`config.mk`:
```
export PLATFORM = sky130hd
export DESIGN_NAME = pendulum_rwd_accum
export DESIGN_NICKNAME = d
export VERILOG_FILES = /design/src/rtl/pendulum_rwd_accum.sv
export SDC_FILE = /design/constraint.sdc
export NUM_CORES = 1
export LEC_CHECK = 0
export ABC_AREA = 1
export CAP_MARGIN = 20
export CORE_MARGIN = 3
export CORE_UTILIZATION = 45
export CTS_CLUSTER_SIZE = 25
export DETAILED_ROUTE_END_ITERATION = 16
export GPL_ROUTABILITY_DRIVEN = 0
export GPL_TIMING_DRIVEN = 1
export PLACE_DENSITY = 0.71
export SLEW_MARGIN = 20
export SYNTH_ARGS = -nofsm -noshare
export SYNTH_HDL_FRONTEND = slang
export SYNTH_SLANG_ARGS = --single-unit
```
`constraint.sdc`:
```
create_clock -name i_clk -period 9.69 [get_ports i_clk]
set_input_delay 2.4225 -clock i_clk [delete_from_list [all_inputs] [get_ports i_clk]]
set_output_delay 2.4225 -clock i_clk [all_outputs]
set_load 0.03 [all_outputs]
```
`src/rtl/pendulum_rwd_accum.sv`:
```
// Purpose: accumulates episode return = -(sum of float32 costs), counts steps, flags episode end.
// Latency: accept at edge N -> o_ret/o_ret_valid updated in the cycle after edge N+4; one cost per 5 cycles.
// Backpressure: o_rwd_ready low while the adder is busy or the episode is done; pending costs are held upstream.
//
// Ports:
//   i_clk, i_rst_n      clock (rising edge), synchronous active-low reset
//   i_clr               start a new episode (same effect as reset, aborts an in-flight add)
//   i_rwd_valid/i_rwd   float32 cost, sign ignored; o_rwd_ready accepts it
//   o_ret/o_ret_valid   accumulated return (always <= 0) and its one-cycle update pulse
//   o_step_cnt, o_done  costs accepted this episode, level high once MAX_STEPS reached
module pendulum_rwd_accum #(
    parameter int MAX_STEPS = 200,
    parameter int CNT_W     = 8
) (
    input  logic             i_clk,
    input  logic             i_rst_n,
    input  logic             i_clr,
    input  logic             i_rwd_valid,
    input  logic [31:0]      i_rwd,
    output logic             o_rwd_ready,
    output logic [31:0]      o_ret,
    output logic             o_ret_valid,
    output logic [CNT_W-1:0] o_step_cnt,
    output logic             o_done
);

    localparam logic [2:0] ST_IDLE  = 3'd0;
    localparam logic [2:0] ST_ALIGN = 3'd1;
    localparam logic [2:0] ST_ADD   = 3'd2;
    localparam logic [2:0] ST_NORM  = 3'd3;
    localparam logic [2:0] ST_WRITE = 3'd4;

    localparam logic [31:0] ABS_MASK = 32'h7FFF_FFFF;
    localparam logic [30:0] MAG_INF  = 31'h7F80_0000;

    logic [2:0]  state;
    logic [30:0] op_q;        // captured |cost|
    logic [30:0] mag_q;       // running magnitude M
    logic        inf_q;
    logic        nan_q;

    // pipeline registers between FSM states
    logic [26:0] big_q;       // larger mantissa with 3 guard/round/sticky bits
    logic [26:0] small_q;     // aligned smaller mantissa, sticky folded into bit 0
    logic [7:0]  exp_q;
    logic        op_inf_q;
    logic        op_nan_q;
    logic [27:0] sum_q;
    logic [30:0] res_q;
    logic        res_inf_q;
    logic        res_nan_q;

    assign o_rwd_ready = (state == ST_IDLE) && !o_done;

    // ---------------- alignment ----------------
    logic [7:0]  m_exp, x_exp, b_exp, s_exp, diff;
    logic [23:0] m_man, x_man, b_man, s_man;
    logic        m_big;
    logic [4:0]  shamt;
    logic [53:0] sh_full;
    logic [26:0] s_al;
    logic        op_nan, op_inf;

    assign m_exp = mag_q[30:23];
    assign x_exp = op_q[30:23];
    // exponent 0 (zero or denormal) contributes nothing
    assign m_man = (m_exp == 8'd0) ? 24'd0 : {1'b1, mag_q[22:0]};
    assign x_man = (x_exp == 8'd0) ? 24'd0 : {1'b1, op_q[22:0]};
    assign m_big = (m_exp >= x_exp);
    assign b_exp = m_big ? m_exp : x_exp;
    assign s_exp = m_big ? x_exp : m_exp;
    assign b_man = m_big ? m_man : x_man;
    assign s_man = m_big ? x_man : m_man;
    assign diff  = b_exp - s_exp;
    // a shift of 27 already pushes every bit into the sticky field
    assign shamt   = (diff > 8'd27) ? 5'd27 : diff[4:0];
    assign sh_full = {s_man, 30'd0} >> shamt;
    assign s_al    = {sh_full[53:28], sh_full[27] | (|sh_full[26:0])};
    assign op_nan  = (x_exp == 8'hFF) && (op_q[22:0] != 23'd0);
    assign op_inf  = (x_exp == 8'hFF) && (op_q[22:0] == 23'd0);

    // ---------------- normalise and round ----------------
    logic [26:0] n_m;
    logic [8:0]  n_e, f_e;
    logic        rnd_up, ovf;
    logic [24:0] r_man;
    logic [22:0] f_man;

    // magnitude-only add: at most one bit of growth, never a left shift
    assign n_m    = sum_q[27] ? {sum_q[27:2], sum_q[1] | sum_q[0]} : sum_q[26:0];
    assign n_e    = {1'b0, exp_q} + 9'(sum_q[27]);
    assign rnd_up = n_m[2] & (n_m[1] | n_m[0] | n_m[3]);
    assign r_man  = {1'b0, n_m[26:3]} + 25'(rnd_up);
    // rounding carry-out leaves mantissa 1.000..., only the exponent moves
    assign f_e    = n_e + 9'(r_man[24]);
    assign f_man  = r_man[24] ? r_man[23:1] : r_man[22:0];
    assign ovf    = (f_e >= 9'd255);

    always_ff @(posedge i_clk) begin
        if (!i_rst_n || i_clr) begin
            state       <= ST_IDLE;
            op_q        <= '0;
            mag_q       <= '0;
            inf_q       <= 1'b0;
            nan_q       <= 1'b0;
            big_q       <= '0;
            small_q     <= '0;
            exp_q       <= '0;
            op_inf_q    <= 1'b0;
            op_nan_q    <= 1'b0;
            sum_q       <= '0;
            res_q       <= '0;
            res_inf_q   <= 1'b0;
            res_nan_q   <= 1'b0;
            o_ret       <= 32'h0000_0000;
            o_ret_valid <= 1'b0;
            o_step_cnt  <= '0;
            o_done      <= 1'b0;
        end else begin
            o_ret_valid <= 1'b0;
            case (state)
                ST_IDLE: begin
                    if (i_rwd_valid && o_rwd_ready) begin
                        op_q       <= 31'(i_rwd & ABS_MASK);  // sign dropped here
                        o_step_cnt <= o_step_cnt + CNT_W'(1);
                        o_done     <= ((o_step_cnt + CNT_W'(1)) == CNT_W'(MAX_STEPS));
                        state      <= ST_ALIGN;
                    end
                end
                ST_ALIGN: begin
                    big_q    <= {b_man, 3'b000};
                    small_q  <= s_al;
                    exp_q    <= b_exp;
                    op_inf_q <= op_inf;
                    op_nan_q <= op_nan;
                    state    <= ST_ADD;
                end
                ST_ADD: begin
                    sum_q <= {1'b0, big_q} + {1'b0, small_q};
                    state <= ST_NORM;
                end
                ST_NORM: begin
                    res_inf_q <= inf_q | op_inf_q | ovf;
                    res_nan_q <= nan_q | op_nan_q;
                    res_q     <= (inf_q | op_inf_q | ovf) ? MAG_INF : {f_e[7:0], f_man};
                    state     <= ST_WRITE;
                end
                ST_WRITE: begin
                    mag_q       <= res_q;
                    inf_q       <= res_inf_q;
                    nan_q       <= res_nan_q;
                    o_ret       <= res_nan_q        ? 32'hFFC0_0000 :
                                   res_inf_q        ? 32'hFF80_0000 :
                                   (res_q == '0)    ? 32'h0000_0000 : {1'b1, res_q};
                    o_ret_valid <= 1'b1;
                    state       <= ST_IDLE;
                end
                default: state <= ST_IDLE;
            endcase
        end
    end

endmodule
```
-- Word-level counts from Yosys, hierarchy flattened
Index checks and enable logic that the tools add are counted.
- bits in registers: 231
- word-level logic and storage cells: 74
- add/sub/neg operators: 6
- order comparisons: 3
- equality and inequality tests: 7
- shift-type cells: 1
- muxes and demuxes: 16
- bitwise logic cells: 8
- reduce and logical (&&, ||, !) cells: 15
- operators with widths (operator ; number):
    $mux 24 ; 4
    $mux 32 ; 3
    $shr 54x5->54 ; 1
    $logic_not 31->1 ; 1
    $mux 31 ; 1
    $add 27x27->28 ; 1
    $mux 27 ; 1
    $reduce_or 27->1 ; 1
    $add 24x1->25 ; 1
    $logic_not 23->1 ; 1
    $mux 23 ; 1
    $reduce_bool 23->1 ; 1
    $eq 8x8->1 const B ; 2
    $logic_not 8->1 ; 2
    $mux 8 ; 2
    $pmux 3 s4 ; 1
    $add 8x1->9 ; 1
    $add 9x1->9 ; 1
    $ge 9x8->1 const B ; 1
    $add 8x1->8 const B ; 1
    $ge 8x8->1 ; 1
    $gt 8x5->1 const B ; 1
    $sub 8x8->8 ; 1
    $or 1x1->1 ; 7
    13 further kinds ; 18

-- Longest topological paths before layout
Gate-level depths: netlist (run 1).
- depth after elaboration: 10
- gate-level depth with buffers: 37

-- Worst setup path before layout (run 1)
OpenSTA, ideal clock, no wires.
- kind: reg-to-reg
- start point: register sum_q[27]
- end point: register res_q[14]
- library setup time: 0.070 ns
- arrival time: 5.374 ns
- required time: 9.620 ns
- path slack: 4.245 ns
- stages on the path, launching flop included: 37
- path buffers: 4
- clock period less this slack: 5.445 ns
- cells stage by stage: dfxtp_1 -> buf_4 -> buf_2 -> buf_2 -> clkbuf_1 -> o21ai_0 -> a2111oi_0 -> a211oi_1 -> ha_1 -> ha_1 -> nand2_1 -> nor2_1 -> nand2_1 -> nor2_1 -> inv_1 -> nor2_1 -> inv_1 -> nor4_2 -> nand3b_1 -> nor3_1 -> inv_1 -> nor4_2 -> nand2_1 -> nor2_1 -> fa_1 -> ha_1 -> nand3_1 -> nor3_1 -> inv_1 -> nor2_1 -> a211oi_1 -> o21ai_0 -> nor2_1 -> inv_1 -> nor2_1 -> o21ai_0 -> a21oi_1
- longest elaborated chain between the ends: 9
- ends and longest elaborated chain (item ; line ; source):
    start: declaration ; 48 ; logic [27:0] sum_q;
    start signal: assignment ; 139 ; sum_q <= {1'b0, big_q} + {1'b0, small_q};
    $mux 27 ; 90 ; assign n_m = sum_q[27] ? {sum_q[27:2], sum_q[1] | sum_q[0]} : sum_q[26:0];
    $or 1x1->1 (2 in a row) ; 92 ; assign rnd_up = n_m[2] & (n_m[1] | n_m[0] | n_m[3]);
    $and 1x1->1 ; 92 ;
    $add 24x1->25 ; 93 ; assign r_man = {1'b0, n_m[26:3]} + 25'(rnd_up);
    $add 9x1->9 ; 95 ; assign f_e = n_e + 9'(r_man[24]);
    $ge 9x8->1 ; 97 ; assign ovf = (f_e >= 9'd255);
    $or 1x1->1 ; 145 ; res_q <= (inf_q | op_inf_q | ovf) ? MAG_INF : {f_e[7:0], f_man};
    $mux 31 (*) ; 145 ;
    end signal: assignment ; 145 ;
    end: declaration ; 49 ; logic [30:0] res_q;
Mark *: on every way between the ends. The rest lies on a longest branch, timed or not.
A chain may end at the register's enable or synchronous reset.

-- Worst setup path in the final report (run 1)
Same ends and word-level chain as after synthesis.

==> results of run 1 <==
==> flip-flops by register name, indices dropped and copies added (netlist names), 24 cells and up <==
name	cells
big_q	24
mag_q	31
o_ret	32
op_q	31
res_q	31
small_q	27
sum_q	28
==> cell families (layout without fill, tap and decap cells) <==
group           count (synthesis)  in the layout  synth area share (%)
buf+inv                       358            385                  10.8
compound gates                456            456                  19.7
simple gates                  826            826                  27.4
xor+xnor                       45             45                  3.01
flops                         231            231                  35.3
fa+ha+maj                      39             39                  3.84
==> how the worst max path moves through the flow <==
stage	depth (start not counted)	to	slack [ns]
5_1_grt	34	res_q[14]	2.38
3_3_place_gp	34	res_q[14]	3.65
2_1_floorplan	36	res_q[14]	4.25
4_1_cts	34	res_q[14]	3.38
6_report	34	res_q[14]	3.31
3_5_place_dp	34	res_q[14]	3.44
==> placed cells by master, fill, tap and decap left out, drive strengths merged, types with 2 or more instances in the layout <==
cell,netlist,layout
o221ai,26,26
o211ai,36,36
a22oi,3,3
o311ai,2,2
xnor2,11,11
clkinv,1,6
o21a,3,3
dfxtp,231,231
a211oi,7,7
a21oi,205,205
nand2,468,468
fa,2,2
nor2,89,89
nor3,15,15
nor4,18,18
ha,37,37
o21bai,3,3
clkdlybuf4s50,0,77
nand3,203,203
o22ai,23,23
a31oi,9,9
a21o,2,2
clkbuf,76,37
xor2,34,34
o21ai,133,133
buf,32,14
inv,249,250
nand4,28,28
==> routing by layer <==
| metal | up-vias | track usage, % |
|---|---|---|
| met2 | 439 | 39.7 |
| met3 | 77 | 3.75 |
| met4 | 0 | 7.76 |
| met5 | - | 0 |
| li1 | 6559 | - |
| met1 | 6053 | 31.6 |
==> where the power goes <==
part | switching, uW | internal, uW
logic | 340 | 138
registers | 11.0 | 963
clock network | 390 | 548
total | 740 | 1650
==> worst reg2reg max path: cells and delay by family (launching register included) <==
family,cells,cell delay (ns)
xor+xnor,1,0.21
buf+inv,6,1.11
compound gates,6,0.88
simple gates,17,2.64
fa+ha+maj,4,0.87
flops,1,0.59
==> final cells by class <==
| cell class | count | area, um^2 | area share, % |
|---|---|---|---|
| clock buffers | 37 | 731 | 4.94 |
| multi-input cells | 1366 | 7080 | 47.8 |
| clock inverters | 7 | 75.1 | 0.507 |
| inverters | 250 | 943 | 6.37 |
| repair buffers | 91 | 876 | 5.92 |
| flip-flops and latches | 231 | 4620 | 31.2 |
| well taps | 378 | 473 | 3.20 |
==> per-stage QoR <==
stage / total power (uW) / cell area [um^2] / instances / setup WS, ns / hold slack (ns)
floorplan: 1360 / 13100 / 1955 / 4.25 / 0.443
global route: 2500 / 14800 / 2360 / 2.38 / 0.482
detailed placement: 1460 / 14000 / 2316 / 3.44 / 0.457
finish: 2390 / 14800 / 2360 / 3.31 / 0.465
CTS: 2390 / 14800 / 2360 / 3.38 / 0.466
global placement: 1450 / 14000 / 2316 / 3.65 / 0.455
==> out/results.tsv, run 1 <==
stage	metric	value	unit
status	status	completed	
synth	post-synthesis register bit count	231	
clocking	H-Tree Depth	1	
clocking	TritonCTS buffer count	25	
drt	routed vias/inst	5.56	
floorplan	row count	61	
synth	most numerous cell in the Yosys netlist	nand2_1	
drt	top layer in use	met4	
clocking	Worst-Skew Late Latency	0.54	ns
critical_path	buffers and inverters on the worst path	6	
clocking	clock-pin transition on the worst setup and hold timing paths	0.06	ns
timing	Clock Skew	0.0144	ns
final_layout	share of post-route cells with drive strength above 1	3.88	%
critical_path	crit end category	flop	
synth	mapped cell area	13100	um^2
synth	Mapped Cells	1955	
timing	slew margin rel.	29.1	%
floorplan	Ports	79	
timing	Slew Limit Fails	0	
clocking	CTS tree	done	
floorplan	Die ar.	31200	um^2
synth	post-synth top area cell	dfxtp_1	
final_layout	fin util	52.4	%
drt	ANT nets after route	0	
drt	routed wl met3	2.65	mm
drt	wl on met1	16.8	mm
drt	total wire length	38.4	mm
timing	FMAX	157	MHz
critical_path	Max stage delay on crit path	0.59	ns
critical_path	CP max FO	40	
timing	final setup violating endpoints	0	
critical_path	crit path kind	reg2reg	
synth	Post-synth top flop	dfxtp_1	
critical_path	flop2flop setup slack	3.31	ns
drt	met2 wire length	17.6	mm
floorplan	Initial Utilization	46.4	%
floorplan	core area	28200	um^2
drt	drt pass-1 iters	6	
critical_path	r2r startpoint	sum_q[27]	
final_layout	Area Overhead vs Synth	13.0	%
critical_path	Worst Setup Start Kind	flop	
drt	DR WL/cell	16.3	um
final_layout	nets	2040	
clocking	PostCTS Resize Cnt	0	
synth	top cell type's share of synthesized area	35.3	%
floorplan	Die Ht	177	um
grt	initial antenna violation count	0	
min_path	hold depth	2	
synth	syn_area_per_cell	6.70	um^2
grt	total track usage	23.8	%
timing	setup_tns	0	ns
critical_path	Most common cell on crit path	nor2_1	
critical_path	R2R depth	34	
timing	measured slew at the worst slew-check pin	1.06	ns
critical_path	Critical Path Slowest Stage Cell	dfxtp_1	
clocking	post-CTS setup buffer count	0	
clocking	Clock Tree Root	clkbuf_16	
job	max cap viols	0	
grt	first-pass GRT wire length	61.3	mm
grt	vias in the first global route	12000	
timing	RSZ-0062 raised after global routing	no	
drt	vias	13100	
final_layout	fill cell count	2828	
clocking	hold_buf cts	0	
synth	Post-synth EDFFs	0	
synth	Post-synth top cells	462 x nand2_1, 243 x inv_1, 231 x dfxtp_1, 205 x a21oi_1, 200 x nand3_1	
critical_path	WP data required	10.14	ns
synth	Post-synth ARST share	0	%
timing	Tmin final	6.38	ns
drt	detailed-route DRC error count	0	
final_layout	Ant. Diodes	0	
min_path	worst hold path endpoint	o_ret[0]	
drt	initial DRC count	1321	
pwr	PD cells	161	nW/um^2
critical_path	critical path's top delay family	simple AND/OR/NAND/NOR gates	
synth	Synth Net Count	2030	
timing	crit share post-route	65.8	%
synth	Distinct cells, synth	51	
min_path	worst min path class	reg2reg	
clocking	Clock Sinks	231	
floorplan	Chip Width	177	um
grt	GRT overflow	0	
critical_path	Critical Path Source	sum_q[27]	
critical_path	Reg-to-Reg End	res_q[14]	
critical_path	Worst Path Arrival	6.83	ns
timing	final hold violation count	0	
place	port bufs	77	
clocking	CTS Buffer Depth	3	
synth	Synth Warn #	0	
synth	top cells by area, synth	dfxtp_1 35%, nand2_1 13%, a21oi_1 7.8%	
pwr	maximum VDD drop	0.000122	V
min_path	Hold Crit Start	o_ret[0]	
grt	largest net degree at the start of global routing	103	
place	DP HPWL	28.1	mm
pwr	Static Leakage	0.00612	uW
synth	sequential share of the synthesized area	35.3	%
Note: power is estimated with default switching activity, not from simulation.
==> run 2, diff against run 1 <==
- clock period: 9.69 -> 5.9 ns (I/O delays scaled with it)
==> run 2 against run 1 <==
Effect of this change:
- flip-flop and latch count unchanged
- combinational power up 66%
- wire length up 0.57%
- count of clock-buffer cells in the layout up 1
- clock power up 66%
- sequential power up 64%
- via count up 0.40%
- power up 66%
- global-route usage up 0.28 points
- worst hold slack worse by 0.0013 ns
- sequential share of layout area down 0.15 points
- critical path depth down 2
==> out/results.tsv, run 2 (synthesis gave the netlist of run 1 again) <==
stage	metric	value	unit	change
floorplan	Ports	79		unchanged
final_layout	Ant. Diodes	0		unchanged
grt	largest net degree at the start of global routing	90		was 103
grt	initial antenna violation count	0		unchanged
job	max cap viols	0		unchanged
drt	detailed-route DRC error count	0		unchanged
grt	first-pass GRT wire length	61.9	mm	was 61.3 mm
pwr	Switching Share	30.9	%	was 31.0%
critical_path	Worst Path Arrival	5.79	ns	was 6.83 ns
pwr	Int Power	2730	uW	was 1650 uW
critical_path	crit path kind	reg2reg		unchanged
timing	slew margin rel.	40.7	%	was 29.1%
drt	ANT nets after route	0		unchanged
final_layout	commonest non-fill, non-tap cell in the layout	nand2_1		unchanged
final_layout	nets	2048		was 2,040
pwr	total power draw	3960	uW	was 2390 uW
timing	final hold violation count	0		unchanged
drt	routed vias/inst	5.56		about the same
timing	FMAX	187	MHz	was 157 MHz
critical_path	WP data required	6.35	ns	was 10.14 ns
critical_path	CP max FO	8		was 40
final_layout	Area Overhead vs Synth	13.5	%	was 13.0%
final_layout	register area	4620	um^2	unchanged
critical_path	Max stage delay on crit path	0.31	ns	was 0.59 ns
timing	Clock Skew	0.0160	ns	was 0.0144 ns
floorplan	row count	61		unchanged
drt	vias	13200		was 13,100
clocking	hold_buf cts	0		unchanged
clocking	H-Tree Depth	1		unchanged
drt	DR WL/cell	16.3	um	about the same
drt	initial DRC count	1509		was 1,321
clocking	Clock Tree Root	clkbuf_16		unchanged
grt	GRT overflow	0		unchanged
final_layout	fill cell count	2758		was 2,828
critical_path	crit end category	flop		unchanged
clocking	CTS Buffer Depth	3		unchanged
grt	total track usage	24.1	%	was 23.8%
clocking	post-CTS setup buffer count	0		unchanged
final_layout	register with the most flip-flops	o_ret		unchanged
clocking	CTS tree	done		unchanged
final_layout	area of the multi-input gates	7080	um^2	about the same
clocking	Worst-Skew Late Latency	0.53	ns	was 0.54 ns
min_path	worst min path class	reg2reg		unchanged
floorplan	core area	28200	um^2	unchanged
drt	total wire length	38.6	mm	was 38.4 mm
critical_path	Worst Setup Start Kind	flop		unchanged
floorplan	Die ar.	31200	um^2	unchanged
timing	crit share post-route	90.5	%	was 65.8%
pwr	PD cells	266	nW/um^2	was 161 nW/um^2
place	port bufs	77		unchanged
clocking	Clock Sinks	231		unchanged
critical_path	Critical Path Slowest Stage Cell	dfxtp_1		unchanged
timing	final setup violating endpoints	0		unchanged
floorplan	Chip Width	177	um	unchanged
timing	RSZ-0062 raised after global routing	no		unchanged
pwr	Psw	1220	uW	was 740 uW
drt	drt pass-1 iters	6		unchanged
place	DP HPWL	28.2	mm	was 28.1 mm
timing	setup_tns	0	ns	unchanged
pwr	Comb pwr share	20.0	%	about the same
timing	WHS	0.463	ns	was 0.465 ns
final_layout	most frequent cells in the layout	460 x nand2_1, 243 x inv_1, 231 x dfxtp_1		unchanged
pwr	Flop pwr share	40.4	%	was 40.7%
pwr	Static Leakage	0.00616	uW	was 0.00612 uW
pwr	maximum VDD drop	0.000197	V	was 0.000122 V
final_layout	share of post-route cells with drive strength above 1	4.32	%	was 3.88%
timing	Slew Limit Fails	0		unchanged
timing	measured slew at the worst slew-check pin	0.887	ns	was 1.06 ns
clocking	clock-pin transition on the worst setup and hold timing paths	0.06	ns	about the same
final_layout	Largest register FFs	32		unchanged
grt	vias in the first global route	12000		about the same
clocking	TritonCTS buffer count	26		was 25
floorplan	Initial Utilization	46.4	%	unchanged
pwr	clock network power share	39.5	%	was 39.3%
floorplan	Die Ht	177	um	unchanged
final_layout	fin util	52.7	%	was 52.4%
status	status	completed		unchanged
timing	Tmin final	5.34	ns	was 6.38 ns
run 2: cell count changes in the layout (fill, tap and decap cells not counted), moves of 2 or more:
cell and change:
clkbuf_1 +2, clkinvlp_4 +2, clkbuf_8 -3, clkbuf_16 +2, buf_4 +7
run 2: worst max-delay path, delay by kind of cell (launching register included):
kind                     cells  cell delay (ns)
adder cells (fa/ha/maj)      4             0.91
buffers and inverters        5             0.50
AND/OR/NAND/NOR             16             2.39
AO/OA/AOI/OAI                6             0.96
flip-flops                   1             0.31
XOR/XNOR                     1             0.20
run 2: layout make-up:
type,instances,share of cell area [%]
inverter,250,6.34
clock buffer,38,5.02
clock inverter,9,0.505
tap,378,3.18
sequential,231,31.1
timing repair buffer,98,6.24
multi-input combinational,1366,47.6
run 2: metal layers:
| metal | part of all wire (%) | GRT usage [%] |
|---|---|---|
| met1 | 44 | 32.5 |
| met2 | 46 | 39.9 |
| met3 | 6.5 | 2.83 |
| met4 | 3.8 | 8.74 |
| met5 | 0 | 0 |
run 2: what timing repair did:
action	in CTS	in global routing
endpoints found under the setup margin	0	2
gates resized for setup	0	1
hold endpoints to repair	0	0
run 2: per-stage QoR:
| stage | cell area, um^2 | worst slack (ns) | instances |
|---|---|---|---|
| 2_1_floorplan | 13100 | 0.455 | 1955 |
| 3_3_place_gp | 14000 | 0.792 | 2323 |
| 3_5_place_dp | 14000 | 0.588 | 2323 |
| 4_1_cts | 14900 | 0.563 | 2370 |
| 5_1_grt | 14900 | 0.0668 | 2370 |
| 6_report | 14900 | 0.563 | 2370 |
run 2: worst paths after layout:
| check | start | to | slack [ns] | depth (start not counted) |
|---|---|---|---|---|
| max | sum_q[3] | res_q[14] | 0.56 | 32 |
| max reg2reg | sum_q[3] | res_q[14] | 0.56 | 32 |
| min reg2reg | o_ret[30] | o_ret[30] | 0.46 | 2 |
| min | o_ret[30] | o_ret[30] | 0.46 | 2 |
run 2: power by group through the flow:
stage	Clock (uW)	Combinational [uW]	Sequential [uW]
detailed placement	0	769	1630
global route	1650	886	1600
finish	1560	793	1600
floorplan	0	602	1630
CTS	1580	772	1600
global placement	0	762	1630
